[config.mk]
export PLATFORM = sky130hd
export DESIGN_NAME = phy_eq_train_ctrl
export DESIGN_NICKNAME = d
export VERILOG_FILES = /design/src/rtl/phy_link_pkg.sv /design/src/rtl/phy_prbs7.sv /design/src/rtl/phy_eq_train_ctrl.sv
export SDC_FILE = /design/constraint.sdc
export NUM_CORES = 1
export LEC_CHECK = 0
export BUFFER_PORTS_ARGS = -buffer_cell sky130_fd_sc_hd__buf_4
export CAP_MARGIN = 20
export CORE_ASPECT_RATIO = 0.6
export CORE_MARGIN = 8
export CORE_UTILIZATION = 30
export CTS_BUF_LIST = sky130_fd_sc_hd__clkbuf_8
export CTS_CLUSTER_SIZE = 25
export DETAILED_ROUTE_END_ITERATION = 8
export SLEW_MARGIN = 25
export SYNTH_ARGS = -nofsm -noshare
export SYNTH_HDL_FRONTEND = slang
export SYNTH_SLANG_ARGS = --single-unit
export TNS_END_PERCENT = 30
[constraint.sdc]
create_clock -name clk -period 5 [get_ports clk]
set_clock_uncertainty 0.1 [all_clocks]
set_input_delay 0.5 -clock clk [delete_from_list [all_inputs] [get_ports clk]]
set_output_delay 0.5 -clock clk [all_outputs]
set_load 0.02 [all_outputs]
[src/rtl/phy_link_pkg.sv]
// Shared definitions for the PHY link-training blocks.
//   link_state_e : training controller state encoding (IDLE/TRAIN/TRACK/FAIL)
//   PRBS7_*      : PRBS7 polynomial x^7 + x^6 + 1 taps and seed
//   DEFAULT_AMP  : default NRZ symbol amplitude (+AMP / -AMP)
package phy_link_pkg;

    typedef enum logic [1:0] {
        ST_IDLE  = 2'd0,
        ST_TRAIN = 2'd1,
        ST_TRACK = 2'd2,
        ST_FAIL  = 2'd3
    } link_state_e;

    localparam logic [6:0] PRBS7_SEED   = 7'h7F;
    localparam int         PRBS7_TAP_HI = 6;   // x^7 term
    localparam int         PRBS7_TAP_LO = 5;   // x^6 term

    localparam int DEFAULT_AMP = 256;

    // Feedback bit of the PRBS7 register; it is also the bit issued this step.
    function automatic logic prbs7_fb(input logic [6:0] s);
        return s[PRBS7_TAP_HI] ^ s[PRBS7_TAP_LO];
    endfunction

endpackage

[src/rtl/phy_prbs7.sv]
// PRBS7 (x^7 + x^6 + 1) generator.
//   clk, rst : clock, synchronous active-high reset (reloads seed)
//   load     : reload the seed (priority over adv)
//   adv      : step the sequence by one bit
//   bit_o    : current sequence bit; advances to the next bit after an adv edge
module phy_prbs7
    import phy_link_pkg::*;
(
    input  logic clk,
    input  logic rst,
    input  logic load,
    input  logic adv,
    output logic bit_o
);

    logic [6:0] lfsr_q;
    logic [6:0] lfsr_d;

    always_comb begin
        lfsr_d = lfsr_q;
        if (load) begin
            lfsr_d = PRBS7_SEED;
        end else if (adv) begin
            lfsr_d = {lfsr_q[5:0], prbs7_fb(lfsr_q)};
        end
    end

    always_ff @(posedge clk) begin
        if (rst) begin
            lfsr_q <= PRBS7_SEED;
        end else begin
            lfsr_q <= lfsr_d;
        end
    end

    assign bit_o = prbs7_fb(lfsr_q);

endmodule

[src/rtl/phy_eq_train_ctrl.sv]
// Equalizer training controller.
// Runs PRBS7-referenced training of an adaptive equalizer, switches to
// decision-directed tracking once the error has stayed small for CONV_CNT
// samples, and falls back to training when too many bad samples land in a
// monitoring window.
//   clk, rst        : clock, synchronous active-high reset
//   start           : pulse, (re)start training from any state
//   eq_valid/eq_out : equalizer output sample and its qualifier
//   train_en        : equalizer adaptation enable
//   decision_mode   : 0 = PRBS reference, 1 = slicer decision
//   ref_symbol      : reference/decision fed back to the equalizer
//   rx_bit(_valid)  : sliced bit, registered, TRACK only
//   locked / fail   : converged-and-tracking / training timeout (sticky)
//   state           : FSM state (debug)
//   retrain_cnt     : saturating count of loss-of-lock events
// Handshake: eq_out is consumed on every cycle where eq_valid=1; there is no
// backpressure. Cycles with eq_valid=0 leave every counter and the PRBS alone.
module phy_eq_train_ctrl
    import phy_link_pkg::*;
#(
    parameter int SAMPLE_W  = 10,
    parameter int AMP       = DEFAULT_AMP,
    parameter int ALIGN_DLY = 2,     // must be >= 1
    parameter int TRAIN_LEN = 4096,
    parameter int ERR_THR   = 64,
    parameter int CONV_CNT  = 128,
    parameter int WIN       = 1024,
    parameter int MAX_BAD   = 16
) (
    input  logic                       clk,
    input  logic                       rst,
    input  logic                       start,
    input  logic                       eq_valid,
    input  logic signed [SAMPLE_W-1:0] eq_out,
    output logic                       train_en,
    output logic                       decision_mode,
    output logic signed [SAMPLE_W-1:0] ref_symbol,
    output logic                       rx_bit,
    output logic                       rx_bit_valid,
    output logic                       locked,
    output logic                       fail,
    output logic [1:0]                 state,
    output logic [7:0]                 retrain_cnt
);

    localparam int ERR_W  = SAMPLE_W + 2;
    localparam int SAMP_W = $clog2(TRAIN_LEN + 1);
    localparam int GOOD_W = $clog2(CONV_CNT + 1);
    localparam int WIN_W  = $clog2(WIN + 1);
    localparam int BAD_W  = $clog2(MAX_BAD + 2);  // holds MAX_BAD+1 transiently

    localparam logic signed [SAMPLE_W-1:0] AMP_POS = SAMPLE_W'(AMP);
    localparam logic signed [SAMPLE_W-1:0] AMP_NEG = SAMPLE_W'(-AMP);

    link_state_e state_q, state_d;

    logic [SAMP_W-1:0]    samp_q, samp_d, samp_inc;
    logic [GOOD_W-1:0]    good_q, good_d, good_inc;
    logic [WIN_W-1:0]     win_q, win_d, win_inc;
    logic [BAD_W-1:0]     bad_q, bad_d, bad_inc;
    logic [7:0]           retrain_q, retrain_d;
    logic [ALIGN_DLY-1:0] dly_q, dly_d;
    logic [ALIGN_DLY:0]   dly_ext;
    logic                 rx_bit_q, rx_bit_valid_q;

    logic                       prbs_bit;
    logic                       slice_bit;
    logic signed [SAMPLE_W-1:0] decision, train_ref, err_ref;
    logic [ERR_W-1:0]           err, err_abs;   // two's complement error
    logic                       is_good;
    logic                       train_tick, track_tick;
    logic                       conv_hit, timeout_hit, lol_hit, win_end;
    logic                       restart_train;

    // ---------------- slicer and error ----------------
    assign slice_bit = ~eq_out[SAMPLE_W-1];
    assign decision  = slice_bit ? AMP_POS : AMP_NEG;
    // Oldest bit of the alignment line lines up with the current eq_out.
    assign train_ref = dly_q[ALIGN_DLY-1] ? AMP_POS : AMP_NEG;
    assign err_ref   = (state_q == ST_TRACK) ? decision : train_ref;

    assign err     = {{2{err_ref[SAMPLE_W-1]}}, err_ref} - {{2{eq_out[SAMPLE_W-1]}}, eq_out};
    assign err_abs = err[ERR_W-1] ? (~err + ERR_W'(1)) : err;
    assign is_good = err_abs < ERR_W'(ERR_THR);

    // ---------------- event flags ----------------
    // A start pulse swallows any sample presented on the same cycle.
    assign train_tick = eq_valid && !start && (state_q == ST_TRAIN);
    assign track_tick = eq_valid && !start && (state_q == ST_TRACK);

    assign samp_inc = samp_q + SAMP_W'(1);
    assign good_inc = good_q + GOOD_W'(1);
    assign win_inc  = win_q + WIN_W'(1);
    assign bad_inc  = bad_q + BAD_W'(!is_good);

    assign conv_hit    = train_tick && is_good && (good_inc == GOOD_W'(CONV_CNT));
    assign timeout_hit = train_tick && (samp_inc == SAMP_W'(TRAIN_LEN));
    assign lol_hit     = track_tick && (bad_inc > BAD_W'(MAX_BAD));
    assign win_end     = track_tick && (win_inc == WIN_W'(WIN));

    assign restart_train = start || lol_hit;

    phy_prbs7 u_prbs (
        .clk   (clk),
        .rst   (rst),
        .load  (restart_train),
        .adv   (train_tick),
        .bit_o (prbs_bit)
    );

    // ---------------- FSM: state register ----------------
    always_ff @(posedge clk) begin
        if (rst) begin
            state_q <= ST_IDLE;
        end else begin
            state_q <= state_d;
        end
    end

    // ---------------- FSM: next state ----------------
    always_comb begin
        state_d = state_q;
        if (start) begin
            state_d = ST_TRAIN;
        end else begin
            unique case (state_q)
                ST_TRAIN: begin
                    // Convergence is checked first so it wins a tie with timeout.
                    if (conv_hit) begin
                        state_d = ST_TRACK;
                    end else if (timeout_hit) begin
                        state_d = ST_FAIL;
                    end
                end
                ST_TRACK: begin
                    if (lol_hit) begin
                        state_d = ST_TRAIN;
                    end
                end
                default: state_d = state_q;
            endcase
        end
    end

    // ---------------- FSM: outputs ----------------
    always_comb begin
        train_en      = 1'b0;
        decision_mode = 1'b0;
        ref_symbol    = '0;
        locked        = 1'b0;
        fail          = 1'b0;
        unique case (state_q)
            ST_TRAIN: begin
                train_en   = 1'b1;
                ref_symbol = train_ref;
            end
            ST_TRACK: begin
                train_en      = 1'b1;
                decision_mode = 1'b1;
                locked        = 1'b1;
                ref_symbol    = decision;
            end
            ST_FAIL: fail = 1'b1;
            default: ;
        endcase
    end

    // ---------------- counters and alignment line ----------------
    assign dly_ext = {dly_q, prbs_bit};

    always_comb begin
        samp_d    = samp_q;
        good_d    = good_q;
        win_d     = win_q;
        bad_d     = bad_q;
        retrain_d = retrain_q;
        dly_d     = dly_q;
        if (restart_train) begin
            samp_d = '0;
            good_d = '0;
            win_d  = '0;
            bad_d  = '0;
            dly_d  = '0;
            if (lol_hit && (retrain_q != 8'hFF)) begin
                retrain_d = retrain_q + 8'd1;
            end
        end else if (train_tick) begin
            samp_d = samp_inc;
            good_d = is_good ? good_inc : '0;
            dly_d  = dly_ext[ALIGN_DLY-1:0];
            if (conv_hit) begin
                win_d = '0;
                bad_d = '0;
            end
        end else if (track_tick) begin
            if (win_end) begin
                win_d = '0;
                bad_d = '0;
            end else begin
                win_d = win_inc;
                bad_d = bad_inc;
            end
        end
    end

    always_ff @(posedge clk) begin
        if (rst) begin
            samp_q         <= '0;
            good_q         <= '0;
            win_q          <= '0;
            bad_q          <= '0;
            retrain_q      <= '0;
            dly_q          <= '0;
            rx_bit_q       <= 1'b0;
            rx_bit_valid_q <= 1'b0;
        end else begin
            samp_q         <= samp_d;
            good_q         <= good_d;
            win_q          <= win_d;
            bad_q          <= bad_d;
            retrain_q      <= retrain_d;
            dly_q          <= dly_d;
            rx_bit_valid_q <= eq_valid && (state_q == ST_TRACK);
            rx_bit_q       <= eq_valid && (state_q == ST_TRACK) && slice_bit;
        end
    end

    assign rx_bit       = rx_bit_q;
    assign rx_bit_valid = rx_bit_valid_q;
    assign retrain_cnt  = retrain_q;
    assign state        = state_q;

endmodule

======== Word-level counts from Yosys, hierarchy flattened ========
Cells that the tools add are included.
word-level totals
  bits in registers ....................... 58
  bits in latches ......................... 0
  bits in writable memories ............... 0
  memory bits (read-only) ................. 0
  input bits .............................. 14
  output and inout port bits .............. 26
  logic and storage cells ................. 81
  memories ................................ 0
operators by class
  add/subtract/negate cells ............... 7
  $mul .................................... 0
  div/mod/pow operators ................... 0
  magnitude comparators ................... 2
  equality and inequality tests ........... 12
  shifts and indexed selects .............. 0
  muxes and demuxes ....................... 22
  bitwise gates (word level) .............. 3
  reduce and logical (&&, ||, !) cells .... 24
operators with widths
  kind                     number
  $mux W11                 4
  $mux W10                 3
  $mux W5                  4
  $pmux W10 S2             1
  $add A8 B1 Y8 const B    2
  $add A13 B1 Y13 const B  1
  $eq A13 B13 Y1 const B   1
  $add A12 B1 Y12 const B  1
  $lt A12 B7 Y1 const B    1
  $mux W12                 1
  $not A12 Y12             1
  $add A11 B1 Y11 const B  1
  $eq A11 B11 Y1 const B   1
  $logic_and A1 B1 Y1      11
  $sub A10 B10 Y11         1
  $eq A8 B8 Y1 const B     1
  $mux W8                  1
  $ne A8 B8 Y1 const B     1
  $mux W2                  3
  $ne A3 B3 Y1 const B     2
  $reduce_and A3 Y1        2
  $reduce_or A2 Y1         3
  $add A5 B1 Y5            1
  $gt A5 B5 Y1 const B     1
  other kinds (14)         21

======== Longest topological paths before layout ========
  depth after elaboration ................. 14
  mapped depth ............................ 23
  gate-level depth less buffers ........... 22

======== Modules after synthesis ========
Synthesis repeated with hierarchy kept, for this count alone.
unflattened totals
  cells, all modules ...................... 467
  area, all modules ....................... 3794.9 um2
by module, submodules not included
  module             times used  cells each  area each (um2)  seq. area each (um2)
  phy_eq_train_ctrl  1           442         3514.6           1021.0
  phy_prbs7          1           25          280.3            140.1

======== Least setup slack after synthesis ========
OpenSTA, ideal clock, no wires.
  path type ............................... register to register
  from .................................... register state_q[0], in the netlist state[0]
  to ...................................... register win_q[10]
  arrival time ............................ 4.771 ns
  data required time ...................... 4.830 ns
  path slack .............................. 0.059 ns
  cell stages (with the launch flop) ...... 22
  cells stage by stage .................... dfxtp_1 -> inv_1 -> ha_1 -> nand2_1 -> o21ai_0 -> ha_1 -> nand2b_1 -> nor3_1 -> a2111oi_1 -> o221ai_1 -> o31a_1 -> nor2_1 -> inv_1 -> ha_1 -> ha_1 -> nand3_1 -> xor2_1 -> a311o_1 -> nand2_1 -> nor4_1 -> nand4_1 -> o21ai_1
between the ends
  word-level cells in the longest chain between the ends .. 13
  elaborated cells between the ends (all ways) .. 25
RTL lines
  what                               RTL line                                          RTL
  start: declaration                 phy_eq_train_ctrl.sv:55                           link_state_e state_q, state_d;
  start signal: assignment           phy_eq_train_ctrl.sv:116                          state_q <= state_d;
  $eq A2 B2 Y1                       phy_eq_train_ctrl.sv:80, phy_eq_train_ctrl.sv:89
  $mux W10                           phy_eq_train_ctrl.sv:80                           assign err_ref = (state_q == ST_TRACK) ? decision : train_ref;
  $sub A10 B10 Y11                   phy_eq_train_ctrl.sv:82                           assign err = {{2{err_ref[SAMPLE_W-1]}}, err_ref} - {{2{eq_out[SAMPLE_W-1]}}, eq_out};
  $not A12 Y12                       phy_eq_train_ctrl.sv:83                           assign err_abs = err[ERR_W-1] ? (~err + ERR_W'(1)) : err;
  $add A12 B1 Y12                    phy_eq_train_ctrl.sv:83
  $mux W12                           phy_eq_train_ctrl.sv:83
  $lt A12 B7 Y1                      phy_eq_train_ctrl.sv:84                           assign is_good = err_abs < ERR_W'(ERR_THR);
  $logic_not A1 Y1                   phy_eq_train_ctrl.sv:94                           assign bad_inc = bad_q + BAD_W'(!is_good);
  $add A5 B1 Y5                      phy_eq_train_ctrl.sv:94
  $gt A5 B5 Y1                       phy_eq_train_ctrl.sv:98                           assign lol_hit = track_tick && (bad_inc > BAD_W'(MAX_BAD));
  $logic_and A1 B1 Y1                phy_eq_train_ctrl.sv:98
  $logic_or A1 B1 Y1                 phy_eq_train_ctrl.sv:101                          assign restart_train = start || lol_hit;
  $reduce_or A2 Y1 (no source line)  -
  end signal: assignment             phy_eq_train_ctrl.sv:219                          win_q <= win_d;
  end: declaration                   phy_eq_train_ctrl.sv:59                           logic [WIN_W-1:0] win_q, win_d, win_inc;
Several ways; a longest one is shown, not always the timed one. The select of a mux whose other input is x is not followed.
A chain may end at the register's enable or synchronous reset.

======== Worst setup path after layout ========
Ends and elaborated chain as after synthesis.

==> parameters.txt <==
Parameter                              Value

Timing
  Total negative slack for setup checks ... 0 ns
  Highest clock rate ... 220 MHz
  Period minus WS final ... 4.55 ns
  Final count of pins violating max slew ... 0
  Slew headroom ... 0.476
  Number of endpoints failing setup at the final stage ... 0
  WHS ... 0.267 ns
  Final count of hold timing violations ... 0
  Actual transition at the worst max-transition pin ... 0.784 ns
  Setup repair after global routing missed its margin ... no
  Tcrit/Tclk final ... 0.910

Power and ir drop
  Net switching component of the power ... 250 uW
  Reg power frac ... 0.497
  Internal power summed over all cells ... 693 uW
  Total leakage power ... 1.51 nW
  Share of total power in the clock network ... 0.381
  PD cells ... 233 nW/um2
  Switching share of power ... 0.265
  Pwr Total ... 943 uW
  Part of the power in combinational logic ... 0.122
  Peak VDD IR ... 0.000112 V

Synth
  Yosys synthesis warning count ... 0
  Total standard cell area after synthesis ... 3500 um2
  Register area share after synthesis ... 0.331
  Number of standard cells after synthesis ... 457
  Async set or reset register ratio after synthesis ... 0
  Main synth FF type ... dfxtp_1
  Average footprint of a synthesized cell ... 7.67 um2
  Number of synthesized flops with an enable pin ... 0
  Synth cell types ... 55
  #FFs+latches synth ... 58

Worst hold path
  Worst hold path startpoint ... eq_out[9]
  Path type of the worst min-delay path ... in2reg
  Worst hold path depth ... 2
  Min-Delay Endpoint ... rx_bit

Route
  First-pass DRT Iterations ... 4
  DR vias ... 3283
  Via-to-Cell Ratio ... 5.05
  Wire length per cell after detailed routing ... 13.2 um
  Detailed-route DRC error count ... 0
  Count of nets left with antenna violations after detail routing ... 0
  Total routed wirelength ... 8590 um
  Number of DRC violations after detailed-routing iteration 0 ... 214

Clock network
  CTS sink cnt ... 58
  Clock tree from TritonCTS ... built
  Later-pin clock latency in the skew report ... 0.33 ns
  Bufs on Longest Clock Path ... 2
  Buffer type at the clock tree root ... clkbuf_8
  Clock transition at path regs ... 0.06 ns
  Deepest level of the CTS H-tree ... 3
  Inserted Clock Buffers ... 9
  Number of hold buffers added after CTS ... 0

Floorplan
  Y dimension of the die ... 99.7 um
  Area of the die ... 15500 um2
  Effective utilization at floorplan ... 0.309
  Die X-Extent ... 156 um
  Number of top-level pins ... 40
  Area of the core ... 11300 um2
  Std cell rows ... 30

Finish
  Final Instance Area ... 4050 um2
  Layout Area Growth over Synthesis ... 15.5%
  Antenna cell count ... 0
  Fraction of layout cells with a size suffix above 1 ... 0.127
  Final instance count without filler cells ... 650
  Total Nets Final ... 513

Critical path
  Crit Path Class ... reg2reg
  Startpoint of the lowest-slack register-to-register path ... state[0]
  Crit-path max cell delay ... 0.48 ns
  CP startpoint kind ... flop
  Crit path arrival time ... 4.71 ns
  Maximum net fanout on the critical path ... 6
  Ordered cell list for the critical path ... inv_1, ha_1, nand2_1, o21ai_0, ha_1, nand2b_1, nor3_1, a2111oi_1, o221ai_1, o31a_1, nor2_1, inv_1, ha_1, ha_1, nand3_1, xor2_1, a311o_1, nand2_1, nor4_1, buf_4, nand4_1, o21ai_1
  Cell family contributing the most delay on the critical path ... simple AND/OR/NAND/NOR gates
  Destination of the worst register-to-register timing path ... win_q[10]
  Worst EP required ... 5.17 ns
  Cell with the largest stage delay on the worst path ... nor4_1
  CP Capture Type ... flop
  Buf+Inv Stages, Crit Path ... 3
  Setup slack, reg-to-reg ... 0.45 ns
  Number of cell instances on the worst register-to-register path ... 22
  Most used cell along the critical path ... ha_1

Placement
  Final GP Congestion ... 0.834
  Post-Place Cell Area ... 3870 um2
  Port-buffer cells ... 31
  Post-DP HPWL ... 6420 um
  Cells after DPL ... 633

Run
  Total of max-cap violations ... 0

Status
  Outcome ... finished clean

Global routing
  Number of antenna violations at the first check in global routing ... 0
  Largest net degree at the start of global routing ... 29
  Vias in the first global route ... 3005
  First-pass GRT wire length ... 14600 um
  Grt ovf ... 0
  Total global-route track usage ... 0.115
==> worst max path at each step <==
stage / startpoint / to / slack, ns / cells past startpoint
floorplan: state[0] / win_q[10] / 0.06 / 21
global placement: eq_out[6] / win_q[10] / 0.26 / 18
detailed placement: eq_out[6] / win_q[10] / 0.17 / 18
CTS: state[0] / win_q[10] / 0.31 / 22
global route: state[0] / win_q[5] / 0.05 / 20
finish: state[0] / win_q[10] / 0.45 / 22
==> flip-flops by register name, indices dropped and copies added, names as in the netlist <==
signal	count
win_q	11
samp_q	13
rx_bit	1
u_prbs.lfsr_q	7
good_q	8
retrain_cnt	8
rx_bit_valid	1
state	2
dly_q	2
bad_q	5
==> Yosys cell counts, types with 2 or more instances <==
master	instances	area, um2
a211o_1	2	17.5
a21oi_1	21	105
a22oi_1	2	15.0
a311oi_1	4	35.0
a31oi_1	11	68.8
and2_1	6	37.5
and3_1	4	25.0
and4_1	2	17.5
buf_4	10	75.1
buf_6	2	22.5
clkbuf_1	18	67.6
dfxtp_1	58	1160
ha_1	14	175
inv_1	12	45.0
mux2i_1	6	60.1
nand2_1	70	263
nand2b_1	3	18.8
nand3_1	23	115
nand3b_1	2	15.0
nand4_1	13	81.3
nor2_1	48	180
nor2b_1	2	12.5
nor3_1	15	75.1
nor3b_1	4	30.0
nor4_1	8	50.1
o211ai_1	4	30.0
o21ai_0	22	110
o221ai_1	2	17.5
o22ai_1	4	25.0
o31a_1	3	26.3
o41ai_1	2	17.5
or3_1	11	68.8
or4_1	4	30.0
xnor2_1	7	61.3
xor2_1	18	158
==> layout by cell type, fill, tap and decap left out, types with 3 or more instances in the layout <==
| master | Yosys | routed |
|---|---|---|
| a21oi_1 | 21 | 21 |
| a311oi_1 | 4 | 4 |
| a31oi_1 | 11 | 11 |
| and2_1 | 6 | 6 |
| and3_1 | 4 | 4 |
| buf_4 | 10 | 41 |
| clkbuf_8 | 0 | 10 |
| clkinv_2 | 0 | 3 |
| conb_1 | 1 | 8 |
| dfxtp_1 | 58 | 58 |
| ha_1 | 14 | 14 |
| inv_1 | 12 | 15 |
| mux2i_1 | 6 | 6 |
| nand2_1 | 70 | 70 |
| nand2b_1 | 3 | 3 |
| nand3_1 | 23 | 23 |
| nand4_1 | 13 | 13 |
| nor2_1 | 48 | 48 |
| nor3_1 | 15 | 14 |
| nor3b_1 | 4 | 4 |
| nor4_1 | 8 | 8 |
| o211ai_1 | 4 | 4 |
| o21ai_0 | 22 | 22 |
| o22ai_1 | 4 | 4 |
| o31a_1 | 3 | 3 |
| or3_1 | 11 | 10 |
| or4_1 | 4 | 4 |
| xnor2_1 | 7 | 7 |
| xor2_1 | 18 | 18 |
==> cells by family after synthesis <==
kind of cell               count (synthesis)  share of synthesized area
and+or+nand+nor                          220                      0.303
AOI/OAI and AO/OA                         89                      0.169
DFF                                       58                      0.331
buffers and inverters                     43                     0.0614
xor gates and xnor gates                  25                     0.0625
adders and majority gates                 14                     0.0500
muxes                                      7                     0.0214
other                                      1                    0.00107
==> through the flow <==
step | utilization | worst slack [ns]
floorplan | - | 0.0594
detailed placement | 0.342 | 0.169
CTS | 0.356 | 0.310
global route | 0.357 | 0.0456
finish | 0.357 | 0.451
global placement | 0.341 | 0.260
==> power groups by stage <==
stage               combinational [mW]  clock [mW]  sequential [mW]
detailed placement               0.115           0            0.478
CTS                              0.115       0.372            0.468
finish                           0.115       0.359            0.468
global route                     0.126       0.397            0.468
floorplan                       0.0765           0            0.481
global placement                 0.113           0            0.478
==> repair_timing <==
action                                  in CTS  in global routing
gates resized for setup                      0                  1
setup buffers                                0                  1
endpoints found under the setup margin       0                  4
==> layout make-up <==
class / instances / area (um2)
Sequential cell: 58 / 1160
Tap cell: 160 / 200
Inverter: 12 / 45.0
Clock buffer: 10 / 138
Timing Repair Buffer: 41 / 308
Clock inverter: 6 / 26.3
Multi-Input combinational cell: 363 / 2170
Fill cell: 1229 / 7290
==> routing by layer <==
metal | up-vias | part of all wire | global-route usage
met5 | - | 0 | 0
li1 | 1680 | - | -
met1 | 1518 | 0.51 | 0.158
met3 | 12 | 0.066 | 0.0338
met2 | 73 | 0.41 | 0.170
met4 | 0 | 0.0095 | 0.0312
(Power assumes the default switching activity.)
